===== src/rtl/reg_two_write_merge.sv =====
// reg_two_write_merge: merges two write streams, A passed through, B queued and issued when A is idle or starving B
module reg_two_write_merge #(
    parameter int width   = 1,
    parameter int depth   = 4,
    parameter int cntw    = 3,
    parameter int maxwait = 3
) (
    input  logic             CLK,
    input  logic             RST,
    input  logic             A_EN,
    input  logic [width-1:0] A_DATA,
    output logic             A_RDY,
    input  logic             B_EN,
    input  logic [width-1:0] B_DATA,
    output logic             B_RDY,
    output logic             ENA,
    output logic [width-1:0] D_INA,
    output logic             ENB,
    output logic [width-1:0] D_INB,
    output logic [cntw-1:0]  B_COUNT
);
    localparam int PW = $clog2(depth);
    localparam int WW = $clog2(maxwait + 1) + 1;
    typedef enum logic {NORMAL, FORCE} state_t;
    state_t           state_q, state_d;
    logic [WW-1:0]    wait_q, wait_d;
    logic [width-1:0] mem_q [depth];
    logic [PW-1:0]    rd_q, wr_q;
    logic [cntw-1:0]  count_q;
    logic             ena_q, enb_q;
    logic [width-1:0] dina_q, dinb_q;
    logic             force_w, nonempty, a_fire, b_push, issue_b, wait_hit;
    assign nonempty = count_q != '0;
    assign a_fire   = A_EN && A_RDY;
    assign b_push   = B_EN && B_RDY;
    assign issue_b  = nonempty && (force_w || !A_EN);
    assign wait_hit = (maxwait > 0) && nonempty && a_fire && (wait_q == WW'(maxwait - 1));
    // starvation state and wait counter
    always_ff @(posedge CLK) begin
        if (RST) begin
            state_q <= NORMAL;
            wait_q  <= '0;
        end else begin
            state_q <= state_d;
            wait_q  <= wait_d;
        end
    end
    // FORCE is entered when B has been blocked maxwait times and always lasts one cycle
    always_comb begin
        state_d = (state_q == NORMAL && wait_hit) ? FORCE : NORMAL;
        wait_d  = (nonempty && a_fire && !wait_hit) ? wait_q + WW'(1) : '0;
    end
    // handshake flags derived from the registered state
    always_comb begin
        force_w = state_q == FORCE;
        A_RDY   = !force_w;
        B_RDY   = count_q != cntw'(depth);
    end
    // FIFO bookkeeping and registered downstream outputs
    always_ff @(posedge CLK) begin
        if (RST) begin
            rd_q    <= '0;
            wr_q    <= '0;
            count_q <= '0;
            ena_q   <= 1'b0;
            enb_q   <= 1'b0;
            dina_q  <= '0;
            dinb_q  <= '0;
        end else begin
            rd_q    <= rd_q + PW'(issue_b);
            wr_q    <= wr_q + PW'(b_push);
            count_q <= count_q + cntw'(b_push) - cntw'(issue_b);
            ena_q   <= a_fire;
            enb_q   <= issue_b;
            if (a_fire) dina_q <= A_DATA;
            if (issue_b) dinb_q <= mem_q[rd_q];
        end
    end
    // FIFO storage needs no reset; the count gates every read
    always_ff @(posedge CLK) begin
        if (b_push) mem_q[wr_q] <= B_DATA;
    end
    assign ENA     = ena_q;
    assign ENB     = enb_q;
    assign D_INA   = dina_q;
    assign D_INB   = dinb_q;
    assign B_COUNT = count_q;
endmodule


===== config.mk =====
export PLATFORM = sky130hd
export DESIGN_NAME = reg_two_write_merge
export DESIGN_NICKNAME = d
export VERILOG_FILES = /design/src/rtl/reg_two_write_merge.sv
export SDC_FILE = /design/constraint.sdc
export NUM_CORES = 1
export LEC_CHECK = 0
export ABC_AREA = 1
export BUFFER_PORTS_ARGS = -buffer_cell sky130_fd_sc_hd__buf_2
export CELL_PAD_IN_SITES_DETAIL_PLACEMENT = 0
export CELL_PAD_IN_SITES_GLOBAL_PLACEMENT = 1
export CORE_UTILIZATION = 45
export CTS_BUF_LIST = sky130_fd_sc_hd__clkbuf_2
export DETAILED_ROUTE_END_ITERATION = 6
export PLACE_DENSITY_LB_ADDON = 0.1
export SKIP_CTS_REPAIR_TIMING = 1
export SYNTH_ARGS = -nofsm -noshare
export SYNTH_HDL_FRONTEND = slang
export SYNTH_SLANG_ARGS = --single-unit

===== constraint.sdc =====
create_clock -name CLK -period 3.4 [get_ports CLK]
set_input_delay 0.68 -clock CLK [delete_from_list [all_inputs] [get_ports CLK]]
set_output_delay 0.68 -clock CLK [all_outputs]
set_load 0.02 [all_outputs]

==> summary by stage, run 1 <==
Setup path
The capturing element type of the critical path is an output pin. The worst setup path is launched from a flip-flop. The worst setup path category is flip-flop to output pin. STA puts the critical path data required time at approximately 2700 ps. The data arrival time of the critical path is approximately 1100 ps.

The biggest fanout along the worst timing path is 5. The setup slack of the worst register-to-register path is roughly 1600 ps.

Clocking
After clock tree synthesis, the clock-pin slew on the worst setup and hold paths is ~180 ps. The number of buffers created by CTS is 3. The clock passes through at most 2 buffers.

The clock tree from TritonCTS is done. The cell at the root of the clock tree is sky130_fd_sc_hd__clkbuf_2. CTS saw 19 sinks. Clock latency on the worst-skew pair, taken at its later pin, is 300 ps. The CTS H-tree depth is 1.

Logic synthesis
The synthesized area is ~860 um2. The dominant cell type by area after synthesis is sky130_fd_sc_hd__dfxtp_1. The synthesized flop and latch total is 19.

Counting every instance in the synthesized netlist gives 98. The number of unique standard cell types used by synthesis is 20. Sorting the synthesized cells by area gives the leading types as sky130_fd_sc_hd__dfxtp_1 (35%), sky130_fd_sc_hd__edfxtp_1 (14%), sky130_fd_sc_hd__inv_1 (7.5%), sky130_fd_sc_hd__nand2_1 (7.0%), sky130_fd_sc_hd__ha_1 (5.8%). Dividing the synthesized area by the synthesized cell count gives between 8 and 9 um2.

The number of warnings issued by yosys is 0. The sequential area share after synthesis is between 40% and 50%. When the netlist entered floorplanning its net count stood at about 110. After synthesis, the largest area contributor takes up between 30% and 40% of total cell area.

Routing
The first detailed-routing pass ran for 4 iterations. The aggregate routed wire length is between 1000 and 1500 um. The routed layout has between 600 and 700 vias. The wire length the detailed router placed on met1 is 600 um. Wire segments on met3 add up to 60 um in the final route.

The average routed wire per standard cell is slightly above 9 um. The sum of met2 wire segment lengths after detailed routing is 611 um. The via count normalized by instance count is 4.364. The DRC violation total after the first TritonRoute iteration is 4. The number of design rule violations left after detail routing is 0.

The remaining number of nets flagged by the antenna check after routing is 0. The highest layer used for signal routing is met4.

Finish
The antenna cell count is 0. At the end of the flow, the number of nets in the layout was roughly 130. The fraction of layout cells with a size suffix above 1 is a little over a quarter. The area growth from synthesis to layout is 13.60%. Leaving out filler cells and counting taps, the final layout contains 140.

Fill cells in the final layout number about 180. The area of all placed cells without fillers is 972.2 um2. The share of the core filled with cells is a little under three fifths.

Floorplanning
The count of boundary I/O pins is 15. The die area is approximately 0.0021 mm2. The row count is 15. The initial utilization of the core area, before any placement, comes to 49.03%. The die width is ~46 um.

The core area is roughly 0.0017 mm2. The overall die height is 45.61 um.

Place
At the end of routability-driven placement, the weighted congestion stood at 0.7131. Summing all placed instances gives a cell area of 952.2 um2. The detailed-placement wirelength estimate is roughly 1100 um.

Buffers placed on the I/O ports in this run total 14. Counting tap cells, the placed design contains a total of roughly 140 instances. Before CTS, the worst setup slack after placement is 1275 ps.

Status
The flow ran to the end, and the final reports show no timing, DRC or antenna violations.

Power and ir drop
For this design the static power due to leakage is around 0.46 nW. For this design the ratio of total power to cell area is approximately 720 mW/mm2. Power comes to around 700 uW.

The worst-case IR drop observed on VDD is about 0.63 mV.

Timing
For the pin with the worst max-slew slack, the measured transition is around 250 ps. The timing-limited maximum frequency is 550.6 MHz. On the final layout, the worst clock skew is ~6.8 ps. The final-report setup violation count is 0. The final critical path time including I/O delays and setup is roughly 1800 ps. The final number of hold-violating endpoints is 0. Setup slack closes at approximately 1600 ps. Setup repair after global routing left no endpoint under its margin. The tightest hold path in the finished design has a slack of 462.6 ps.

The final-report max-slew violation count is 0. The normalized max-slew margin is between 80% and 90%. After layout, the worst path uses 53.42% of the clock period. The final total negative setup slack is 0 ps.

Global routing
The number of global-route vias before repair came to 614. Global routing consumed, over all layers together, between 15 and 20% of the routing resources. The initial antenna violation count was 0. The global-route wire length before repair is ~2400 um. The total global routing overflow is 0. The largest net degree at the start of global routing is 12.

Worst hold path
The min-delay analysis places its worst path in the category flip-flop to flip-flop.

Flow run
The number of max-cap violations is 0.
==> registers in the layout, summed over array words and instances (netlist names) <==
register  count
mem_q         4
B_COUNT       3
wait_q        3
rd_q          2
wr_q          2
D_INA         1
D_INB         1
ENA           1
ENB           1
force_w       1
==> critical path, cell delays in order (launching register included) <==
cell	delay [ps]
sky130_fd_sc_hd__dfxtp_1	410
sky130_fd_sc_hd__nor2_4	170
sky130_fd_sc_hd__nand2_2	90
sky130_fd_sc_hd__buf_2	170
==> area by class of cell <==
type / instances / area (um2) / share of cell area, %
clock buffer: 3 / 15.01 / 1.544
clock inverter: 1 / 5.005 / 0.5148
inverter: 20 / 75.07 / 7.722
multi-input combinational: 58 / 355.3 / 36.55
sequential: 19 / 420.4 / 43.24
tap: 25 / 31.28 / 3.218
timing repair buffer: 14 / 70.07 / 7.207
==> report_power, final <==
part / internal, mW / switching (mW) / leakage (nW)
registers: 0.276 / 0.0429 / 0.160
logic: 0.106 / 0.185 / 0.283
clock network: 0.0267 / 0.0674 / 0.0164
==> synth_stat cells, drive strengths merged <==
cell type	count
a21oi	3
buf	1
dfxtp	15
edfxtp	4
fa	1
ha	4
inv	20
nand2	21
nand3	5
nand4	1
nor2	15
nor3	4
o21ai	1
xnor2	2
xor2	1
==> final timing paths <==
| path | start | end | cells after the start |
|---|---|---|---|
| max | B_COUNT[1] | B_RDY | 3 |
| min | wait_q[0] | wait_q[0] | 1 |
| max reg2reg | B_COUNT[1] | B_COUNT[2] | 9 |
| min reg2reg | wait_q[0] | wait_q[0] | 1 |
==> per-layer routing <==
layer	vias up	track usage, %
met5	-	0
met1	262	19.50
met3	2	4.762
met2	13	27.14
met4	0	7.273
li1	334	-
==> kinds of logic (layout without fill, tap and decap cells) <==
family / count (synthesis) / count (layout) / share of synthesized area, %
flops: 19 / 19 / 49.12
xor+xnor: 3 / 3 / 3.071
compound gates: 4 / 4 / 2.338
buf+inv: 21 / 38 / 9.356
fa+ha+maj: 5 / 5 / 8.187
simple gates: 46 / 46 / 27.92
==> layout by cell type, fill, tap and decap left out <==
master                     instances
sky130_fd_sc_hd__clkinv_2          1
sky130_fd_sc_hd__nand2_2           2
sky130_fd_sc_hd__nand2_4           3
sky130_fd_sc_hd__a21oi_1           3
sky130_fd_sc_hd__nor2_1           13
sky130_fd_sc_hd__nor3_1            4
sky130_fd_sc_hd__edfxtp_1          4
sky130_fd_sc_hd__fa_1              1
sky130_fd_sc_hd__nor2_4            2
sky130_fd_sc_hd__nand2_1          16
sky130_fd_sc_hd__inv_1            17
sky130_fd_sc_hd__xnor2_1           2
sky130_fd_sc_hd__inv_2             3
sky130_fd_sc_hd__nand4_1           1
sky130_fd_sc_hd__xor2_1            1
sky130_fd_sc_hd__ha_1              4
sky130_fd_sc_hd__nand3_1           3
sky130_fd_sc_hd__nand3_2           2
sky130_fd_sc_hd__buf_2            14
sky130_fd_sc_hd__dfxtp_1          15
sky130_fd_sc_hd__o21ai_0           1
sky130_fd_sc_hd__clkbuf_2          3
(Power assumes the default switching activity.)
==> run 2, diff against run 1 <==
--- a/config.mk
+++ b/config.mk
@@ -9,7 +9,7 @@
 export BUFFER_PORTS_ARGS = -buffer_cell sky130_fd_sc_hd__buf_2
 export CELL_PAD_IN_SITES_DETAIL_PLACEMENT = 0
 export CELL_PAD_IN_SITES_GLOBAL_PLACEMENT = 1
-export CORE_UTILIZATION = 45
+export CORE_UTILIZATION = 38
 export CTS_BUF_LIST = sky130_fd_sc_hd__clkbuf_2
 export DETAILED_ROUTE_END_ITERATION = 6
 export PLACE_DENSITY_LB_ADDON = 0.1
==> constraint.sdc (replaced) <==
create_clock -name CLK -period 1.6 [get_ports CLK]
set_input_delay 0.32 -clock CLK [delete_from_list [all_inputs] [get_ports CLK]]
set_output_delay 0.32 -clock CLK [all_outputs]
set_load 0.02 [all_outputs]
==> summary by stage, run 2 (synthesized netlist as in run 1, its figures left out) <==
Status
The checks that failed: setup timing. Outcome: finished with violations (was finished clean).

Power and ir drop
The sequential cell fraction of total power is 39.7% (was 45.2%). The switching power total is 696.0 uW (was 295.8 uW). The static leakage is 0.5073 nW (was 0.4591 nW).

The total power divided by cell area is 1617 mW/mm2 (was 724.6 mW/mm2). The clock network power share is 11.9% (was 13.4%). The worst IR drop on VDD came to 1.052 mV (was 0.6267 mV). The overall power consumption is 1.736 mW (was 704.4 uW). The combinational share of power is 48.4% (was 41.4%). The internal power is 1.040 mW (was 408.6 uW). The fraction of power spent switching nets is 40.09% (was 41.99%).

Routing
The overall via count from detail_route is 662 (was 611). The remaining number of nets flagged by the antenna check after routing is 0 (unchanged). The aggregate routed wire length is 1461 um (was 1282 um). The average routed wire per standard cell is 9.740 um (was 9.157 um). The DRC violation total after the first TritonRoute iteration is 9 (was 4). The first-pass iteration count of the detailed router was 4 (unchanged). The number of design rule violations left after detail routing is 0 (unchanged). The via count normalized by instance count is 4.413 (was 4.364).

Global routing
The number of global-route vias before repair is 572 (was 614). The total global routing overflow came to 0 (unchanged). The initial antenna violation count is 0 (unchanged). The global-route wire length before repair was 2484 um (was 2373 um). The largest net degree at the start of global routing is 11 (was 12). The overall global routing resource usage is 13.11% (was 16.39%).

Clocking
The clock latency on the worst-skew pair is 290 ps (was 300 ps). The number of buffers on the longest clock path is 2 (unchanged). The clock-pin transition on the worst setup and hold timing paths is 170 ps (was 180 ps).

The CTS H-tree depth is 1 (unchanged). The cell at the root of the clock tree is sky130_fd_sc_hd__clkbuf_2 (unchanged). The clock tree from TritonCTS is done (unchanged).

The total clock sinks was 19 (unchanged). The number of buffers created by CTS is 3 (unchanged).

Floorplanning
The count of boundary I/O pins is 15 (unchanged). The core area is 0.002042 mm2 (was 0.001745 mm2). The row count is 16 (was 15).

The die width is 49.46 um (was 45.61 um). The die area is 0.002446 mm2 (was 0.002080 mm2). The overall die height is 49.46 um (was 45.61 um). The effective utilization at floorplan is 41.91% (was 49.03%).

Finish
The area of all placed cells without fillers is 0.001074 mm2 (was 972.2 um2). Most frequent cells in the layout: sky130_fd_sc_hd__inv_1 (16), sky130_fd_sc_hd__nand2_1 (16), sky130_fd_sc_hd__buf_2 (13), sky130_fd_sc_hd__dfxtp_1 (12), sky130_fd_sc_hd__nor2_1 (12) (was sky130_fd_sc_hd__inv_1 (17), sky130_fd_sc_hd__nand2_1 (16), sky130_fd_sc_hd__dfxtp_1 (15), sky130_fd_sc_hd__buf_2 (14), sky130_fd_sc_hd__nor2_1 (13)). The flip-flop count of the largest register, all copies and words added is 4 (unchanged). The area growth from synthesis to layout is 25.44% (was 13.60%).

The final-stage net count was 135 (was 127). The filler cell count was 214 (was 176). The area of the multi-input gates is 379.1 um2 (was 355.3 um2). The share of the core filled with cells came to 52.57% (was 55.70%). The antenna cell count is 0 (unchanged). The register with the most flip-flops is mem_q (unchanged). The area of all sequential standard cells came to 429.2 um2 (was 420.4 um2). The fraction of layout cells with a size suffix above 1 is 38.21% (was 26.09%).

Setup path
The most used cell along the critical path is sky130_fd_sc_hd__nand2_4. The largest stage delay on the critical path is 510 ps (was 410 ps). The required arrival time at the worst endpoint was 1800 ps (was 2720 ps).

The worst setup path category is flip-flop to flip-flop (was flip-flop to output pin). The family with the most delay on the worst path is adder cells (was flip-flops). List of cells traversed by the critical path: nor2_4 -> nand2_4 -> nand2_4 -> xor2_2 -> ha_2 -> inv_2 -> fa_2 -> nor2_1 (was nor2_4 -> nand2_2 -> buf_2). The data arrival time of the critical path is 1890 ps (was 1140 ps).

The kind of start point of the critical path is a flip-flop (unchanged). The capturing element type of the critical path is a flip-flop (was output pin). The critical-path cell with the highest stage delay is sky130_fd_sc_hd__fa_2 (was sky130_fd_sc_hd__dfxtp_1).

The biggest fanout along the worst timing path came to 2 (was 5). The count of buffering cells on the critical path with inverters included is 1 (unchanged).

Worst hold path
The class of the tightest hold or removal check is primary input to flip-flop (was flip-flop to flip-flop).

Timing
The final-report setup violation count is 2 (was 0). After layout, the minimum clock period comes to 1683 ps. The slew of the pin with the lowest slew margin is 241.4 ps (was 249.0 ps). The timing-limited maximum frequency is just under 600 MHz.

Unrepaired setup endpoints after global routing: yes (was no). The post-route worst hold slack is 236.0 ps (was 462.6 ps). The worst path setup slack after routing is -83.42 ps (was 1584 ps). The normalized max-slew margin came to 83.78% (was 83.38%). The final-report max-slew violation count is 0 (unchanged). The final number of hold-violating endpoints is 0 (unchanged). The share of the cycle needed by the critical path after routing is 105.2%. The final clock skew is 4.373 ps (was 6.759 ps).

Place
The port buffer count came to 14 (unchanged). The detailed-placement wirelength estimate is 1144 um (was 1067 um). The final weighted congestion in routability-driven placement is 0.7544 (was 0.7131). The pre-CTS setup slack was -47.94 ps (was 1275 ps). The instance area at placement came to 0.001018 mm2 (was 952.2 um2).

Flow run
The number of max-cap violations is 0 (unchanged).
[run 2: final cells by class]
type | instances | area share, %
Tap cell | 27 | 3.147
Sequential cell | 19 | 39.98
Multi-Input combinational cell | 58 | 35.31
Clock buffer | 4 | 1.865
Inverter | 20 | 6.993
Timing Repair Buffer | 22 | 12.70
[run 2: layer usage]
metal  track usage [%]  up-vias  wire (um)  part of all wire, %
met4             4.286        0          0                    0
met5                 0        -          0                    0
li1                  -      349          -                    -
met1             18.11      304        723                   49
met2             20.78        9        677                   46
met3             2.160        0         61                  4.2
[run 2: worst register-to-register path: stages, from the launching register on]
cell                      delay, ps
sky130_fd_sc_hd__dfxtp_4        390
sky130_fd_sc_hd__nor2_4         160
sky130_fd_sc_hd__nand2_4         70
sky130_fd_sc_hd__nand2_4         60
sky130_fd_sc_hd__xor2_2         140
sky130_fd_sc_hd__ha_2           190
sky130_fd_sc_hd__inv_2           40
sky130_fd_sc_hd__fa_2           510
sky130_fd_sc_hd__nor2_1          40
[run 2: metrics by stage]
| stage | std cells | TNS (ps) |
|---|---|---|
| finish | 150 | -129.2 |
| global route | 150 | -373.9 |
| CTS | 149 | -149.1 |
| detailed placement | 145 | -64.60 |
| global placement | 145 | -10.23 |
| floorplan | 98 | -169.0 |
[run 2: path summary, 6_finish.rpt]
| path | startpoint | end | slack, ps | cells after the start |
|---|---|---|---|---|
| worst max-delay path | B_COUNT[1] | B_COUNT[1] | -80 | 8 |
| worst min-delay path | B_DATA | mem_q[3] | 240 | 1 |
| worst max register to register | B_COUNT[1] | B_COUNT[1] | -80 | 8 |
| worst min register to register | wait_q[0] | wait_q[0] | 460 | 1 |
[run 2: power groups by stage]
| stage | Combinational [mW] | Clock (mW) | Sequential, mW |
|---|---|---|---|
| 4_1_cts | 0.763 | 0.218 | 0.687 |
| 2_1_floorplan | 0.439 | 0 | 0.759 |
| 6_report | 0.841 | 0.206 | 0.689 |
| 3_3_place_gp | 0.754 | 0 | 0.693 |
| 3_5_place_dp | 0.757 | 0 | 0.697 |
| 5_1_grt | 0.940 | 0.235 | 0.707 |
==> run 3, diff against run 2 <==
--- a/config.mk
+++ b/config.mk
@@ -12,6 +12,7 @@
 export CORE_UTILIZATION = 38
 export CTS_BUF_LIST = sky130_fd_sc_hd__clkbuf_2
 export DETAILED_ROUTE_END_ITERATION = 6
+export GPL_TIMING_DRIVEN = 0
 export PLACE_DENSITY_LB_ADDON = 0.1
 export SKIP_CTS_REPAIR_TIMING = 1
 export SYNTH_ARGS = -nofsm -noshare
==> summary by stage, run 3 (synthesized netlist as in run 1, its figures left out) <==
Status
Outcome: finished with violations (unchanged). Violated checks: setup timing (unchanged).

Worst hold path
The class of the tightest hold or removal check was primary input to flip-flop (unchanged). The worst min-delay path endpoint was mem_q[2] (was mem_q[3]). The critical hold path startpoint is B_DATA (unchanged). The number of stages on the worst hold path is 1 (unchanged).

Finish
Most frequent cells in the layout: sky130_fd_sc_hd__inv_1 (17), sky130_fd_sc_hd__nand2_1 (16), sky130_fd_sc_hd__buf_2 (14), sky130_fd_sc_hd__nor2_1 (13), sky130_fd_sc_hd__dfxtp_1 (12) (was sky130_fd_sc_hd__inv_1 (16), sky130_fd_sc_hd__nand2_1 (16), sky130_fd_sc_hd__buf_2 (13), sky130_fd_sc_hd__dfxtp_1 (12), sky130_fd_sc_hd__nor2_1 (12)). The area growth from synthesis to layout is 21.05% (was 25.44%). The area of the multi-input gates came to 370.4 um2 (was 379.1 um2).

The commonest non-fill, non-tap cell in the layout is sky130_fd_sc_hd__inv_1. The fraction of layout cells with a size suffix above 1 was 33.33% (was 38.21%). The area of all placed cells without fillers is 0.001036 mm2 (was 0.001074 mm2). The flip-flop count of the largest register, all copies and words added was 4 (unchanged).

The register with the most flip-flops is mem_q (unchanged). The final-stage net count is 132 (was 135). The area of all sequential standard cells is 429.2 um2 (unchanged).

The filler cell count is 219 (was 214). The final cell count without fillers was 147 (was 150). The antenna cell count is 0 (unchanged).

Clocking
The CTS H-tree depth was 1 (unchanged). The clock-pin transition on the worst setup and hold timing paths is 170 ps (about the same). The clock tree from TritonCTS is done (unchanged).

The clock latency on the worst-skew pair is 290 ps (about the same). The cell at the root of the clock tree is sky130_fd_sc_hd__clkbuf_2 (unchanged). The total clock sinks is 19 (unchanged). The number of buffers on the longest clock path is 2 (unchanged).

The number of buffers created by CTS was 3 (unchanged).

Floorplanning
The overall die height is 49.46 um (unchanged). The row count was 16 (unchanged). The effective utilization at floorplan was 41.91% (unchanged). The die width is 49.46 um (unchanged). The count of boundary I/O pins is 15 (unchanged).

The core area is 0.002042 mm2 (unchanged). The die area is 0.002446 mm2 (unchanged).

Timing
Unrepaired setup endpoints after global routing: yes (unchanged). The final-report max-slew violation count is 0 (unchanged). The final total negative setup slack is -198.5 ps (was -129.2 ps). The final-report setup violation count is 2 (unchanged). The final critical path time including I/O delays and setup came to 1712 ps (was 1683 ps).

The timing-limited maximum frequency is 584.1 MHz (was 594.0 MHz). The worst path setup slack after routing was -112.1 ps (was -83.42 ps). The normalized max-slew margin was 84.16% (was 83.78%). The slew of the pin with the lowest slew margin is 235.8 ps (was 241.4 ps).

The final clock skew is 2.056 ps (was 4.373 ps). The final number of hold-violating endpoints is 0 (unchanged). The share of the cycle needed by the critical path after routing is 107.0% (was 105.2%).

Place
The detailed-placement wirelength estimate was 1040 um (was 1144 um). The final weighted congestion in routability-driven placement is 0.6986 (was 0.7544). The instance area at placement is 965.9 um2 (was 0.001018 mm2).

The instance count after placement with tap cells included is 138 (was 145). The pre-CTS setup slack was -138.7 ps (was -47.94 ps). The port buffer count is 13 (was 14).

Power and ir drop
The worst IR drop on VDD came to 0.9281 mV (was 1.052 mV). The overall power consumption came to 1.661 mW (was 1.736 mW). The total power divided by cell area was 1603 mW/mm2 (was 1617 mW/mm2).

The static leakage is 0.4911 nW (was 0.5073 nW).

Global routing
The initial antenna violation count was 0 (unchanged). The number of global-route vias before repair is 577 (was 572). The largest net degree at the start of global routing is 11 (unchanged). The global-route wire length before repair is 2332 um (was 2484 um). The overall global routing resource usage came to 12.79% (was 13.11%). The total global routing overflow is 0 (unchanged).

Routing
The number of design rule violations left after detail routing was 0 (unchanged). The average routed wire per standard cell is 9.054 um (was 9.740 um). The DRC violation total after the first TritonRoute iteration is 9 (unchanged). The first-pass iteration count of the detailed router is 4 (unchanged). The remaining number of nets flagged by the antenna check after routing was 0 (unchanged).

The overall via count from detail_route came to 639 (was 662). The via count normalized by instance count was 4.347 (was 4.413). The aggregate routed wire length is 1331 um (was 1461 um).

Setup path
The depth of the worst register-to-register path is 8 (unchanged). The reg-to-reg critical path startpoint is B_COUNT[1] (unchanged). The data arrival time of the critical path came to 1920 ps (was 1890 ps).

The most used cell along the critical path is sky130_fd_sc_hd__nand2_4 (unchanged). The number of cells on the critical path is 8 (unchanged). The family with the most delay on the worst path was adder cells (unchanged). The kind of start point of the critical path is a flip-flop (unchanged). The reg-to-reg endpoint is B_COUNT[1] (unchanged). The setup slack of the worst register-to-register path is -110 ps (was -80 ps). The worst setup path category was flip-flop to flip-flop (unchanged). The critical-path cell with the highest stage delay is sky130_fd_sc_hd__fa_2 (unchanged). The count of buffering cells on the critical path with inverters included is 1 (unchanged).

List of cells traversed by the critical path: nor2_4 -> nand2_4 -> nand2_4 -> xor2_2 -> ha_1 -> inv_1 -> fa_2 -> nor2_1 (was nor2_4 -> nand2_4 -> nand2_4 -> xor2_2 -> ha_2 -> inv_2 -> fa_2 -> nor2_1). The largest stage delay on the critical path is 510 ps (about the same). The biggest fanout along the worst timing path is 5 (was 2). The required arrival time at the worst endpoint is 1810 ps (was 1800 ps). The capturing element type of the critical path is a flip-flop (unchanged).

Flow run
The number of max-cap violations is 0 (unchanged).
-- run 3: cell types whose count changed in the layout (fill, tap and decap cells not counted) --
cell	change
sky130_fd_sc_hd__inv_1	+1
sky130_fd_sc_hd__o21ai_1	+1
sky130_fd_sc_hd__ha_1	+1
sky130_fd_sc_hd__buf_4	-3
sky130_fd_sc_hd__buf_6	-1
sky130_fd_sc_hd__inv_2	-1
sky130_fd_sc_hd__o21ai_2	-1
sky130_fd_sc_hd__buf_2	+1
sky130_fd_sc_hd__nor2_1	+1
sky130_fd_sc_hd__ha_2	-1
sky130_fd_sc_hd__nor2_2	-1
-- run 3: area by class of cell --
cell class | instances | area share [%]
buffer | 1 | 0.4831
clock buffer | 4 | 1.932
inverter | 20 | 7.246
multi-input combinational | 58 | 35.75
sequential | 19 | 41.43
tap | 27 | 3.261
timing repair buffer | 18 | 9.903
-- run 3: how the worst max path moves through the flow --
stage                     startpoint          to
after floorplan           B_COUNT[0]  B_COUNT[2]
after global placement          A_EN  B_COUNT[2]
after detailed placement  B_COUNT[0]  B_COUNT[2]
after CTS                 B_COUNT[0]  B_COUNT[2]
after global routing      B_COUNT[1]  B_COUNT[1]
final                     B_COUNT[1]  B_COUNT[1]
-- run 3: power breakdown --
group	internal [mW]	switching [mW]
Sequential	0.603	0.0884
Combinational	0.326	0.437
Clock	0.0662	0.139
-- run 3: layer usage --
metal / wire (um) / share of wire [%] / track usage (%) / up-vias
li1: - / - / - / 343
met1: 672 / 50 / 16.41 / 287
met2: 609 / 46 / 19.63 / 9
met3: 49 / 3.7 / 3.086 / 0
met4: 0 / 0 / 7.143 / 0
met5: 0 / 0 / 0 / -
-- run 3: stage by stage --
stage	hold WS, ps	util [%]
final	226.7	50.74
after global routing	208.6	50.74
after CTS	208.2	48.28
after detailed placement	438.5	47.30
after global placement	430.0	47.30
after floorplan	417.3	-
